===== config.mk =====
export PLATFORM = sky130hd
export DESIGN_NAME = input_conditioner
export DESIGN_NICKNAME = d
export VERILOG_FILES = /design/src/rtl/input_conditioner_pkg.sv /design/src/rtl/input_conditioner_debounce_channel.sv /design/src/rtl/input_conditioner.sv
export SDC_FILE = /design/constraint.sdc
export NUM_CORES = 1
export LEC_CHECK = 0
export ABC_AREA = 1
export CORE_ASPECT_RATIO = 1.75
export CORE_MARGIN = 1.5
export CORE_UTILIZATION = 25
export DETAILED_ROUTE_END_ITERATION = 7
export HOLD_SLACK_MARGIN = 0.15
export MAX_ROUTING_LAYER = met4
export PLACE_DENSITY_LB_ADDON = 0.25
export SLEW_MARGIN = 30
export SYNTH_ARGS = -nofsm -noshare
export SYNTH_HDL_FRONTEND = slang
export SYNTH_SLANG_ARGS = --single-unit

===== constraint.sdc =====
create_clock -name clk -period 3.4 [get_ports clk]
set_clock_uncertainty 0.15 [all_clocks]
set_input_delay 0.68 -clock clk [delete_from_list [all_inputs] [get_ports clk]]
set_output_delay 0.68 -clock clk [all_outputs]
set_load 0.01 [all_outputs]

===== src/rtl/input_conditioner_pkg.sv =====
// Shared constants for the vending-machine input conditioner: channel map and debounce default.
package input_conditioner_pkg;

  localparam int unsigned DEBOUNCE_CYCLES_DEFAULT = 1000000;
  localparam int unsigned NUM_CHANNELS            = 9;

  // Channel indices double as arbitration priority: lower index wins.
  localparam int unsigned CH_REFUND = 0;
  localparam int unsigned CH_BUY3   = 1;
  localparam int unsigned CH_BUY2   = 2;
  localparam int unsigned CH_BUY1   = 3;
  localparam int unsigned CH_BUY0   = 4;
  localparam int unsigned CH_MONEY3 = 5;
  localparam int unsigned CH_MONEY2 = 6;
  localparam int unsigned CH_MONEY1 = 7;
  localparam int unsigned CH_MONEY0 = 8;

  function automatic logic [NUM_CHANNELS-1:0] first_pending(input logic [NUM_CHANNELS-1:0] req);
    logic [NUM_CHANNELS-1:0] grant;
    grant = '0;
    for (int unsigned i = 0; i < NUM_CHANNELS; i++) begin
      if (req[i] && (grant == '0)) grant[i] = 1'b1;
    end
    return grant;
  endfunction

endpackage


===== src/rtl/input_conditioner_debounce_channel.sv =====
// One input channel: two-flop synchronizer, saturating stability counter, debounced level and
// a rise strobe that is high during the cycle whose closing edge flips the level 0->1.
module debounce_channel
  import input_conditioner_pkg::*;
#(
  parameter int unsigned DEBOUNCE_CYCLES = DEBOUNCE_CYCLES_DEFAULT
) (
  input  logic clk,
  input  logic reset_n,
  input  logic raw,
  output logic rise
);

  localparam int unsigned    CW      = $clog2(DEBOUNCE_CYCLES);
  localparam logic [CW-1:0]  CNT_MAX = CW'(DEBOUNCE_CYCLES - 1);
  localparam logic [CW-1:0]  CNT_ONE = CW'(1);

  logic [1:0]    sync_q, sync_d;
  logic [CW-1:0] cnt_q, cnt_d;
  logic          level_q, level_d;

  always_comb begin
    sync_d  = {sync_q[0], raw};
    cnt_d   = '0;
    level_d = level_q;
    rise    = 1'b0;
    if (sync_q[1] != level_q) begin
      if (cnt_q == CNT_MAX) begin
        level_d = ~level_q;
        rise    = ~level_q;
      end else begin
        cnt_d = cnt_q + CNT_ONE;
      end
    end
  end

  always_ff @(posedge clk or negedge reset_n) begin
    if (!reset_n) begin
      sync_q  <= '0;
      cnt_q   <= '0;
      level_q <= 1'b0;
    end else begin
      sync_q  <= sync_d;
      cnt_q   <= cnt_d;
      level_q <= level_d;
    end
  end

endmodule


===== src/rtl/input_conditioner.sv =====
// Debounces coin/button/refund inputs and issues accepted presses one at a time, by fixed
// priority, as registered single-cycle pulses to the vending FSM.
module input_conditioner
  import input_conditioner_pkg::*;
#(
  parameter int unsigned DEBOUNCE_CYCLES = DEBOUNCE_CYCLES_DEFAULT
) (
  input  logic       clk,
  input  logic       reset_n,
  input  logic [3:0] moneyin_raw,
  input  logic [3:0] buy_raw,
  input  logic       refund_raw,
  output logic [3:0] moneyin,
  output logic [3:0] buy,
  output logic       refund,
  output logic       pending_any
);

  logic [NUM_CHANNELS-1:0] raw_vec;
  logic [NUM_CHANNELS-1:0] rise_vec;
  logic [NUM_CHANNELS-1:0] grant;
  logic [NUM_CHANNELS-1:0] pending_q, pending_d;
  logic [NUM_CHANNELS-1:0] issue_q, issue_d;

  always_comb begin
    raw_vec            = '0;
    raw_vec[CH_REFUND] = refund_raw;
    raw_vec[CH_BUY3]   = buy_raw[3];
    raw_vec[CH_BUY2]   = buy_raw[2];
    raw_vec[CH_BUY1]   = buy_raw[1];
    raw_vec[CH_BUY0]   = buy_raw[0];
    raw_vec[CH_MONEY3] = moneyin_raw[3];
    raw_vec[CH_MONEY2] = moneyin_raw[2];
    raw_vec[CH_MONEY1] = moneyin_raw[1];
    raw_vec[CH_MONEY0] = moneyin_raw[0];
  end

  for (genvar i = 0; i < NUM_CHANNELS; i++) begin : g_ch
    debounce_channel #(
      .DEBOUNCE_CYCLES (DEBOUNCE_CYCLES)
    ) u_debounce (
      .clk     (clk),
      .reset_n (reset_n),
      .raw     (raw_vec[i]),
      .rise    (rise_vec[i])
    );
  end

  // A rise arriving on the edge its own bit is issued re-arms it, so the second press is kept.
  always_comb begin
    grant     = first_pending(pending_q);
    pending_d = (pending_q & ~grant) | rise_vec;
    issue_d   = grant;
  end

  always_ff @(posedge clk or negedge reset_n) begin
    if (!reset_n) begin
      pending_q <= '0;
      issue_q   <= '0;
    end else begin
      pending_q <= pending_d;
      issue_q   <= issue_d;
    end
  end

  always_comb begin
    refund      = issue_q[CH_REFUND];
    buy         = {issue_q[CH_BUY3], issue_q[CH_BUY2], issue_q[CH_BUY1], issue_q[CH_BUY0]};
    moneyin     = {issue_q[CH_MONEY3], issue_q[CH_MONEY2], issue_q[CH_MONEY1], issue_q[CH_MONEY0]};
    pending_any = |pending_q;
  end

endmodule


# Yosys cells after proc, flatten, opt, wreduce, memory -nomap -nowiden
# Index checks and enable logic that the tools add are counted.
dict set report word_totals {
  out_inout_bits 10
  inputBits 11
  regBits 225
}
dict set report classes {
  n_reduce_logical 25
  eq_ne 18
  add_sub_neg 9
  n_bitwise 13
  n_mux 45
}
# op n
set op_table {}
lappend op_table {{two-way mux 20 bit} 18}
lappend op_table {{adder 20 x 1 -> 20 bit (second input constant)} 9}
lappend op_table {{equality test 20 bit (second input constant)} 9}
lappend op_table {{two-way mux 1 bit} 27}
lappend op_table {{AND reduction 2 bit} 9}
lappend op_table {{NOT 1 bit} 10}
lappend op_table {{AND 9 bit} 1}
lappend op_table {{!= test 1 bit} 9}
lappend op_table {{NOT 9 bit} 1}
lappend op_table {{bitwise OR 9 bit} 1}
lappend op_table {{OR reduction 9 bit} 1}
lappend op_table {{logical AND 1 bit} 8}
lappend op_table {{zero test 8 bit} 1}
lappend op_table {{zero test 7 bit} 1}
lappend op_table {{zero test 6 bit} 1}
lappend op_table {{zero test 5 bit} 1}
lappend op_table {{zero test 4 bit} 1}
lappend op_table {{zero test 3 bit} 1}
lappend op_table {{zero test 2 bit} 1}

# Longest topological paths before layout
dict set report depth {
  depth_word 28
  ltp_mapped 9
}

# Modules after synthesis
# From an unflattened synthesis, not the netlist that was laid out.
dict set report unflattened {
  hier_cells 1514
  area_unflattened_um2 12286.8
}
# module cells_per_inst n_inst area_per_inst_um2
set modules_own_cells {}
lappend modules_own_cells {debounce_channel 162 9 1292.5}
lappend modules_own_cells {input_conditioner 56 1 654.4}

# Worst setup path before layout
# No wires, ideal clock.
dict set report synth_timing {
  path_kind {register to output}
  startpoint {register pending_q[0]}
  endpoint {output pending_any}
  path_stages_with_launch 7
  arrival_time_ns 1.010
  required_ns 2.570
  path_buffers 0
  setup_slack_ns 1.560
  cell_sequence {dfrtp_1 inv_1 nand3_1 nor2_1 inv_1 nor2_1 nand2_1}
}
dict set report synth_via {
  elab_chain_len 1
}
# item line
set synth_lines {}
lappend synth_lines {{from (decl)} input_conditioner.sv:22} ;# logic [NUM_CHANNELS-1:0] pending_q, pending_d;
lappend synth_lines {{from (signal assigned)} input_conditioner.sv:61} ;# pending_q <= pending_d;
lappend synth_lines {{OR reduction 9 bit} input_conditioner.sv:70} ;# pending_any = |pending_q;
lappend synth_lines {{to (decl)} input_conditioner.sv:16} ;# output logic pending_any
# No other way between the ends.

# Worst setup path after layout
# Same ends and word-level chain as after synthesis.

==> results list <==
- Result of the run: finished clean
- Number of routed nets with antenna violations: 0
- The detailed router placed between 9,000 and 10,000 vias in this run.
- The worst hold path belongs to the class reg -> reg.
* Max-slew violation count: 0
- In this run the static leakage power is roughly 0.0058 uW.
- Final Hold Viols: 0
* Worst Hold Slack: between 0.15 and 0.2 ns
- Global routing finished with a remaining overflow of 0.
- Launch instance of the worst register-to-register path: g_ch[3].u_debounce.cnt_q[0]
- GP Congestion: about 0.84
- For this run, asynchronously set or reset flops after synthesis account for 100%.
- Highest metal used: met4
- In this run, CTS created clock tree buffers numbering 24.
* Post-synthesis sequential area ratio: 48.6%
- Maximum clock path buffer count: 3
* Final cell count without fillers: approximately 2,100
- Diode insertion count for antenna repair: 0
- Clock input transition at the sequential cells of the worst setup and hold paths: 0.06 ns
- During synthesis, Yosys emitted a total of 0 warnings.
* Routed len/inst: 12.3 um
* Via count of the first global-routing pass: roughly 9,500
- Maximum capacitance violations: 0
* Clock period minus worst slack: 3.13 ns
* Row Count: between 100 and 150
- Horizontal die dimension: between 150 and 200 um
* Nature of the critical path startpoint: register
- Overall Power: between 5000 and 6000 uW
- In the routed design, unresolved DRC markers number 0.
- Placed insts: between 2,000 and 2,500
- Fillers: 4,893
- Sum of routed wire length over all layers: approximately 26 mm
- The synthesized design contains 225 register bits.
- Buffers inserted during post-CTS setup optimization: 0
- Maximum fanout encountered on the critical timing path: 4
- Worst slew margin: 50.8%
* Routed via count divided by cell count: roughly 4.3
* Number of DRC markers in iteration 0: ~360
- After detailed routing, the met3 layer carries around 550 um of wire.
- Area of the die: about 48,000 um^2
- After legalization and detailed placement, the total HPWL measured 19.5 mm.
- I/O pins: 21
- DR WL met2: between 10 and 15 mm
- Period utilization: between 90 and 100%
* Clock net sink count: between 200 and 250
- Highest-count cells in the layout ignoring fill and taps: nor2_1, nand2_1, dfrtp_1
- For the worst setup path, the data arrival time is ~2.3 ns.
* Number of port buffers: 20
- Number of levels in the clock H-tree: 1
- For this configuration, the core starts out at a cell density of between 20% and 30%.
- The most critical setup path has its startpoint at pending_q[0].
- RSZ-0062 raised after global routing: false
- Fraction of final layout cells sized beyond drive strength 1: under 10%
- Averaged over all synthesized cells, the footprint is 7.86 um^2.
- The first global-routing pass estimated about 45 mm of wire.
* Cell at the root of the clock tree: clkbuf_16
* Count of cell types in the netlist: 32
- CTS tree: done
- Post-synth EDFFs: 0
* Final setup violation count: 0
- Dividing total power by cell area gives a power density of 424 nW/um^2.
- In this run the most critical hold path is launched from g_ch[3].u_debounce.sync_q[0].
- Total Neg Setup Slack: 0 ns
- Area of the core: around 46,000 um^2
- Cell area after synthesis: between 10,000 and 15,000 um^2
- Fmax: around 320 MHz
- STA puts the critical path data required time at 2.57 ns.
- Post-route met1 wirelength: between 10 and 15 mm
- Worst IR drop on VDD: 0.260 mV
- Among all flip-flop cells after synthesis, the most frequent one is dfrtp_1.
- Critical path endpoint category: output pin
* Synthesized instance count: between 1,000 and 1,500
- For this run, the detailed router's first-pass iteration total came to 4.
* Number of nets in the synthesized netlist: 1,494
- After the last flow step, the layout net total stands at around 1,500.
- Clk Latency, worst-skew pair: ~0.54 ns
- Signed area change from the synthesized netlist to the final layout: 15.9%
- Entering global routing, the biggest net connects between 90 and 100 pins.
- At the pin with the least slew margin, the transition time is between 0.7 and 0.8 ns.
- Global routing used 11.6% of the available tracks.
- The critical path is of the reg -> out type.
- Most common cell after layout, fill and taps aside: nor2_1
- The initial antenna violation count was 0.
- Measured along the y axis, the die boundary spans 288 um.
==> per-layer routing <==
layer,GRT usage [%],vias up
met4,4.80,0
met2,22.9,80
met1,11.4,4273
li1,-,4685
met3,1.18,48
met5,-,-
==> report_power, final <==
part	total, uW	leakage [uW]	internal [uW]	switching, uW
clock network	2760	0.000394	1620	1140
logic	192	0.00228	57.6	134
registers	2740	0.00308	2710	30.9
total	5700	0.00575	4390	1310
==> state kept, by name, summed over array words and instances, names as in the netlist <==
register	count
issue_q	9
g_ch.u_debounce.sync_q	18
g_ch.u_debounce.level_q	9
g_ch.u_debounce.cnt_q	180
pending_q	9
==> layout make-up <==
class                           count  area [um^2]  share of cell area (%)
Inverter                          176          661                    4.92
Tap cell                          583          729                    5.43
Clock buffer                       31          668                    4.97
Clock inverter                     11          146                    1.09
Multi-Input combinational cell   1072         5300                    39.4
Sequential cell                   225         5630                    41.9
Timing Repair Buffer               28          305                    2.27
==> Yosys cell counts (12+ instances only) <==
master / instances / share of area (%)
nor2_1: 371 / 12
nand2_1: 304 / 9.8
dfrtp_1: 225 / 49
inv_1: 166 / 5.4
nand3_1: 93 / 4.0
xor2_1: 72 / 5.4
nor3_1: 34 / 1.5
a21oi_1: 27 / 1.2
nand2_2: 24 / 1.3
nand4_1: 22 / 1.2
nor2_2: 22 / 1.2
o21ai_0: 15 / 0.65
nor2_4: 12 / 1.2
xnor2_1: 12 / 0.91
==> final timing paths <==
| path | to | slack (ns) | depth (start not counted) |
|---|---|---|---|
| worst max-delay path | pending_any | 0.27 | 7 |
| worst min-delay path | g_ch[3].u_debounce.sync_q[1] | 0.20 | 0 |
| worst max register to register | g_ch[3].u_debounce.cnt_q[16] | 1.64 | 8 |
| worst min register to register | g_ch[3].u_debounce.sync_q[1] | 0.20 | 0 |
| max in group asynchronous | g_ch[7].u_debounce.cnt_q[3] | 1.70 | 3 |
| min in group asynchronous | g_ch[0].u_debounce.cnt_q[18] | 0.60 | 2 |
==> cell families after synthesis <==
family	synth area share, %
simple gates	35.8
buf+inv	5.73
flops	48.6
fa+ha+maj	0.972
xor+xnor	6.49
compound gates	2.40
==> worst max-delay path, stage by stage (launching register included) <==
cell and delay (ns):
dfrtp_1 0.40, inv_1 0.09, nand3_1 0.20, nor2_2 0.23, inv_1 0.10, nor2_1 0.13, nand2_1 0.06, clkdlybuf4s50_1 0.55
==> per-stage QoR <==
stage	setup WS [ns]	util, %	cell area, um^2
floorplan	1.56	-	11600
global placement	0.684	27.5	12600
detailed placement	0.693	27.5	12600
CTS	0.0929	29.3	13400
global route	0.0693	29.3	13400
finish	0.273	29.3	13400
==> what timing repair did <==
action	4_1_cts	5_1_grt
resized for setup	0	1
hold endpoints to repair	86	0
hold buffers	1	0
setup endpoints to repair	0	1
No activity file was read; power rests on OpenSTA's default activity.
